### src/rtl/alu_issue_stage.sv
// alu_issue_stage: RV32I OP/OP-IMM decode and operand fetch feeding the ALU.
// One registered output slot (valid/ready); ALU results return through the write-back port.
module alu_issue_stage #(
   parameter int unsigned CNT_W  = 16,
   parameter bit          BYPASS = 1'b1
) (
   input  logic             clk,
   input  logic             rst,
   input  logic             in_valid,
   input  logic [31:0]      in_instr,
   output logic             in_ready,
   output logic             out_valid,
   input  logic             out_ready,
   output logic [3:0]       out_alu_op,
   output logic [31:0]      out_a,
   output logic [31:0]      out_b,
   output logic [4:0]       out_rd,
   input  logic             wb_en,
   input  logic [4:0]       wb_addr,
   input  logic [31:0]      wb_data,
   output logic             illegal,
   output logic [CNT_W-1:0] illegal_cnt
);

   typedef enum logic [3:0] {
      ALU_ADD = 4'b0000, ALU_SUB = 4'b0001, ALU_AND = 4'b0010,
      ALU_OR  = 4'b0011, ALU_XOR = 4'b0100, ALU_SLL = 4'b0101,
      ALU_SRL = 4'b0110, ALU_SRA = 4'b0111, ALU_SLT = 4'b1000
   } alu_op_e;

   localparam logic [6:0] OPC_OP     = 7'b0110011;
   localparam logic [6:0] OPC_OP_IMM = 7'b0010011;
   localparam logic [6:0] F7_ZERO    = 7'b0000000;
   localparam logic [6:0] F7_ALT     = 7'b0100000;

   logic [6:0]  opcode, funct7;
   logic [2:0]  funct3;
   logic [4:0]  rs1, rs2;
   logic [31:0] imm;

   assign opcode = in_instr[6:0];
   assign funct3 = in_instr[14:12];
   assign funct7 = in_instr[31:25];
   assign rs1    = in_instr[19:15];
   assign rs2    = in_instr[24:20];
   assign imm    = {{20{in_instr[31]}}, in_instr[31:20]};

   logic    dec_legal, dec_imm;
   alu_op_e dec_op;

   // NOTE: every output of a combinational block gets a default first so no path infers a latch.
   always_comb begin
      dec_legal = 1'b0;
      dec_imm   = 1'b0;
      dec_op    = ALU_ADD;
      case (opcode)
         OPC_OP: begin
            dec_legal = 1'b1;
            case ({funct7, funct3})
               {F7_ZERO, 3'b000}: dec_op = ALU_ADD;
               {F7_ALT,  3'b000}: dec_op = ALU_SUB;
               {F7_ZERO, 3'b001}: dec_op = ALU_SLL;
               {F7_ZERO, 3'b010}: dec_op = ALU_SLT;
               {F7_ZERO, 3'b100}: dec_op = ALU_XOR;
               {F7_ZERO, 3'b101}: dec_op = ALU_SRL;
               {F7_ALT,  3'b101}: dec_op = ALU_SRA;
               {F7_ZERO, 3'b110}: dec_op = ALU_OR;
               {F7_ZERO, 3'b111}: dec_op = ALU_AND;
               default:           dec_legal = 1'b0;
            endcase
         end
         OPC_OP_IMM: begin
            dec_imm   = 1'b1;
            dec_legal = 1'b1;
            case (funct3)
               3'b000: dec_op = ALU_ADD;
               3'b010: dec_op = ALU_SLT;
               3'b100: dec_op = ALU_XOR;
               3'b110: dec_op = ALU_OR;
               3'b111: dec_op = ALU_AND;
               3'b001: begin
                  dec_op    = ALU_SLL;
                  dec_legal = (funct7 == F7_ZERO);
               end
               3'b101: begin
                  if (funct7 == F7_ALT) dec_op = ALU_SRA;
                  else                  dec_op = ALU_SRL;
                  dec_legal = (funct7 == F7_ZERO) || (funct7 == F7_ALT);
               end
               default: dec_legal = 1'b0;
            endcase
         end
         default: dec_legal = 1'b0;
      endcase
   end

   logic [31:0]      regs_q [32];
   logic [31:0]      regs_d [32];
   logic             valid_q, valid_d, illegal_q, illegal_d;
   logic [3:0]       op_q, op_d;
   logic [31:0]      a_q, a_d, b_q, b_d;
   logic [4:0]       rd_q, rd_d;
   logic [CNT_W-1:0] cnt_q, cnt_d;
   logic             accept;

   // x0 is hard zero; a same-cycle write-back can be forwarded when BYPASS is set.
   function automatic logic [31:0] read_reg(input logic [4:0] idx);
      if (idx == 5'd0)                             return 32'd0;
      else if (BYPASS && wb_en && wb_addr == idx) return wb_data;
      else                                         return regs_q[idx];
   endfunction

   always_comb begin
      in_ready  = !valid_q || out_ready;
      accept    = in_valid && in_ready;
      valid_d   = valid_q;
      op_d      = op_q;
      a_d       = a_q;
      b_d       = b_q;
      rd_d      = rd_q;
      illegal_d = 1'b0;
      cnt_d     = cnt_q;
      regs_d    = regs_q;
      if (accept && dec_legal) begin
         valid_d = 1'b1;
         op_d    = dec_op;
         a_d     = read_reg(rs1);
         b_d     = dec_imm ? imm : read_reg(rs2);
         rd_d    = in_instr[11:7];
      end else if (out_ready) begin
         valid_d = 1'b0;
      end
      if (accept && !dec_legal) begin
         illegal_d = 1'b1;
         if (cnt_q != '1) cnt_d = cnt_q + 1'b1;
      end
      if (wb_en && wb_addr != 5'd0) regs_d[wb_addr] = wb_data;
   end

   always_ff @(posedge clk) begin
      if (rst) begin
         valid_q   <= 1'b0;
         op_q      <= '0;
         a_q       <= '0;
         b_q       <= '0;
         rd_q      <= '0;
         illegal_q <= 1'b0;
         cnt_q     <= '0;
         // NOTE: the register file is a flop array that must read zero after reset, so it is cleared here.
         for (int i = 0; i < 32; i++) regs_q[i] <= '0;
      end else begin
         valid_q   <= valid_d;
         op_q      <= op_d;
         a_q       <= a_d;
         b_q       <= b_d;
         rd_q      <= rd_d;
         illegal_q <= illegal_d;
         cnt_q     <= cnt_d;
         regs_q    <= regs_d;
      end
   end

   assign out_valid   = valid_q;
   assign out_alu_op  = op_q;
   assign out_a       = a_q;
   assign out_b       = b_q;
   assign out_rd      = rd_q;
   assign illegal     = illegal_q;
   assign illegal_cnt = cnt_q;

endmodule

### config.mk
export PLATFORM = sky130hd
export DESIGN_NAME = alu_issue_stage
export DESIGN_NICKNAME = d
export VERILOG_FILES = /design/src/rtl/alu_issue_stage.sv
export SDC_FILE = /design/constraint.sdc
export NUM_CORES = 2
export LEC_CHECK = 0
export BUFFER_PORTS_ARGS = -buffer_cell sky130_fd_sc_hd__buf_2
export CAP_MARGIN = 20
export CORE_AREA = 3 3 337 339
export CTS_CLUSTER_DIAMETER = 60
export CTS_CLUSTER_SIZE = 25
export DETAILED_ROUTE_END_ITERATION = 6
export DIE_AREA = 0 0 340 342
export GPL_ROUTABILITY_DRIVEN = 0
export PLACE_DENSITY = 0.66
export SETUP_SLACK_MARGIN = 0.5
export SLEW_MARGIN = 20
export SYNTH_ARGS = -nofsm -noshare
export SYNTH_HDL_FRONTEND = slang
export SYNTH_SLANG_ARGS = --single-unit
### constraint.sdc
create_clock -name clk -period 2.6 [get_ports clk]
set_input_delay 0.13 -clock clk [delete_from_list [all_inputs] [get_ports clk]]
set_output_delay 0.13 -clock clk [all_outputs]
set_load 0.05 [all_outputs]
==> flow_metrics.tcl <==
set metrics [dict create \
    status "finished, violations left" \
    violations "DRC" \
    clkTransAtPathRegs_ns 0.09 \
    firstDrtPassIters 7 \
    drcViolationCount 5 \
    dp.cells 7794 \
    worstSetupEndpointType "flop" \
    initial_antenna_violation_count 14 \
    synth_fp_nets 6604 \
    synth_edf_count 0 \
    synthMostInstantiatedCell "nand2_1" \
    die_w_um 340 \
    timing.fmax_mhz 477 \
    synthTopCellsByArea "dfxtp_1 40%, mux4_2 15%, nand2_1 14%" \
    worst_slew_pin_slew_ns 1.15 \
    clock_sinks 1115 \
    synth_area_leader_cell "dfxtp_1" \
    hold_viol 0 \
    port-buffer-count 165 \
    slew_violations 0 \
    floorplan.initialDensity_pct 50.0 \
    worstPathMaxFanout 3 \
    criticalPathCategory "reg -> reg" \
    floorplan_die_height_um 342 \
    number_of_maximum_capacitance_violations 0 \
    finalCritPeriodShare_pct 80.7 \
    synth-seq-area-share_pct 40.3 \
    peak_supply_drop_v 0.000524 \
    final_design_area_no_fill_um2 63300 \
    slew_headroom_pct 22.6 \
    postSynth.topFlopCell "dfxtp_1" \
    gr-usage-all-layers_pct 38.3 \
    layout-area-overhead-vs-synth_pct 14.3 \
    route.vias.total 53600 \
    finalNonFillerCells 8037 \
    detailed_place_hpwl_mm 146 \
    power.density_cell_area_nw_per_um2 586 \
    avgRoutedWirePerCell_um 28.7 \
    avgViaCountPerCell 6.66 \
    leakage_uw 0.0215 \
    grt_first_pass_wirelength_mm 334 \
    insertion_delay_ns 0.74 \
    placedInstanceArea_um2 59100 \
    critical_path_arrival_ns 2.70 \
    hold_path_startpoint "in_instr[4]" \
    syn_avg_cell_area_um2 8.48 \
    setup_failing_eps_final 0 \
    ys_seq_elements 1115 \
    unique_masters_post_synth 65 \
    floorplan.die_area_um2 116000 \
    placementRows 122 \
    synthesis.instances 6529 \
    grt_remaining_overflow 0 \
    tritoncts "built" \
    cts_root_buffer "clkbuf_16" \
    grt_setup_unrepaired "false" \
    clock_skew_ns 0.0402 \
    asr_flop_ratio_synth_pct 0 \
    cts-root-to-sink-buffers 3 \
    synth_top_area_share_pct 40.3 \
    design.final.nets 6540 \
    shortest_clock_period_the_worst_path_allows_after_layout_ns 2.10 \
    required_ns 3.20 \
    count_of_boundary_i_o_pins 166 \
    cts_inserted_buffers 96 \
    drtIter0Drc 8293 \
    critical_path.reg2reg.startpoint "regs_q[521]$_SDFFE_PP0P_" \
    syn-cell-area_um2 55400 \
    worstSetupStartpoint "regs_q[521]$_SDFFE_PP0P_" \
    finalWirelength_mm 231 \
    share_of_cells_above_drive_strength_1_pct 17.4 \
    maximum_number_of_pins_on_one_net_before_global_route_repair 150 \
    hold_class "in -> reg" \
    worstSetupStartpointType "flop" \
    final_antenna_net_count 0 \
    cts.htree.levels 3 \
    vias_in_the_first_global_route 49700 \
    synthTopCellsByCount "2116 x nand2_1, 1115 x dfxtp_1, 1064 x a21oi_1, 557 x clkbuf_1, 374 x mux4_2" \
    synth_warnings 0 \
    floorplan.core_area_um2 111000 \
]
-- report_power, final --
group          internal [uW]  switching (uW)  leakage (uW)  total [uW]
Combinational           1110            2290        0.0108        3410
Sequential             17200            94.0       0.00899       17300
Clock                   8160            8280       0.00174       16400
-- sequential cells by signal (all words and copies together) (netlist names) --
signal,cells
out_rd,5
illegal,1
out_b,32
out_alu_op,4
out_valid,1
illegal_cnt,16
regs_q,1024
out_a,32
-- layout make-up --
class / instances / area [um2]
inverter: 36 / 135
tap: 1488 / 1860
fill: 9738 / 47300
multi-input combinational: 4687 / 30500
clock buffer: 102 / 2450
clock inverter: 77 / 1150
antenna: 3 / 7.51
timing repair buffer: 529 / 4880
sequential: 1115 / 22300
-- critical path, cell delays in order (launching register included) --
cell and delay [ns]:
dfxtp_1 0.34, mux4_2 0.48, mux2i_1 0.24, buf_4 0.15, o22ai_1 0.17, a211oi_2 0.42, o22ai_1 0.14
-- per-layer routing --
metal  routed length [um]  global-route usage, %
met3                33900                   12.6
met2                97100                   55.6
met1                83400                   49.4
met5                  136                  0.500
met4                16300                   23.8
-- cell families (layout without fill, tap and decap cells) --
logic type | count (synthesis) | count (layout) | synth area share (%)
AND/OR/NAND/NOR | 2480 | 2480 | 18.2
AO/OA/AOI/OAI | 1506 | 1506 | 15.1
flip-flops | 1115 | 1115 | 40.3
buffers and inverters | 727 | 744 | 5.30
multiplexers | 681 | 681 | 20.8
XOR/XNOR | 19 | 19 | 0.300
adder cells (fa/ha/maj) | 1 | 1 | 0.0226
other | 0 | 3 | 0
-- stage by stage --
step           util, %  power (uW)  hold WS (ns)  TNS [ns]  worst slack (ns)
2_1_floorplan        -       19600         0.266         0             0.517
3_3_place_gp      53.4       20800         0.378   -0.0489           -0.0489
3_5_place_dp      53.4       20900         0.383   -0.0135           -0.0135
4_1_cts           57.2       37000        0.0396         0             0.545
5_1_grt           57.2       37800        0.0660         0             0.516
6_report          57.2       37100        0.0648         0             0.502
-- worst paths after layout --
kind | slack (ns) | end | cells past startpoint
hold / removal | 0.06 | out_alu_op[0]$_SDFFE_PP0P_ | 5
setup / recovery | 0.50 | out_b[9]$_SDFFE_PP0P_ | 6
hold reg to reg | 0.46 | out_rd[3]$_SDFFE_PP0P_ | 2
setup reg to reg | 0.50 | out_b[9]$_SDFFE_PP0P_ | 6
-- timing repair --
action | in CTS | in global routing
resized for setup | 2 | 4
hold endpoints to repair | 620 | 0
endpoints found under the setup margin | 3 | 41
pin swaps | 0 | 2
gates cloned | 0 | 0
setup buffers | 0 | 5
hold buffers | 56 | 0
-- layout by cell type (no fill, tap or decap), drive strengths merged, types with 5 or more instances in the layout --
| cell type | count |
|---|---|
| a211oi | 54 |
| or4 | 39 |
| o21ai | 40 |
| dfxtp | 1115 |
| nand4 | 34 |
| nor2b | 43 |
| nor2 | 78 |
| o2bb2ai | 22 |
| a22oi | 78 |
| nand2b | 8 |
| mux4 | 374 |
| nor3 | 19 |
| and3 | 7 |
| nand2 | 2116 |
| or3b | 6 |
| xnor2 | 14 |
| or2 | 8 |
| mux2 | 9 |
| mux2i | 298 |
| nor4 | 36 |
| buf | 472 |
| clkinv | 36 |
| xor2 | 5 |
| dlygate4sd3 | 56 |
| bufinv | 7 |
| inv | 69 |
| nand3 | 56 |
| and2 | 9 |
| a21oi | 1064 |
| nand3b | 6 |
| clkbuf | 103 |
| o22ai | 216 |
Power figures use the tool's default switching activity.
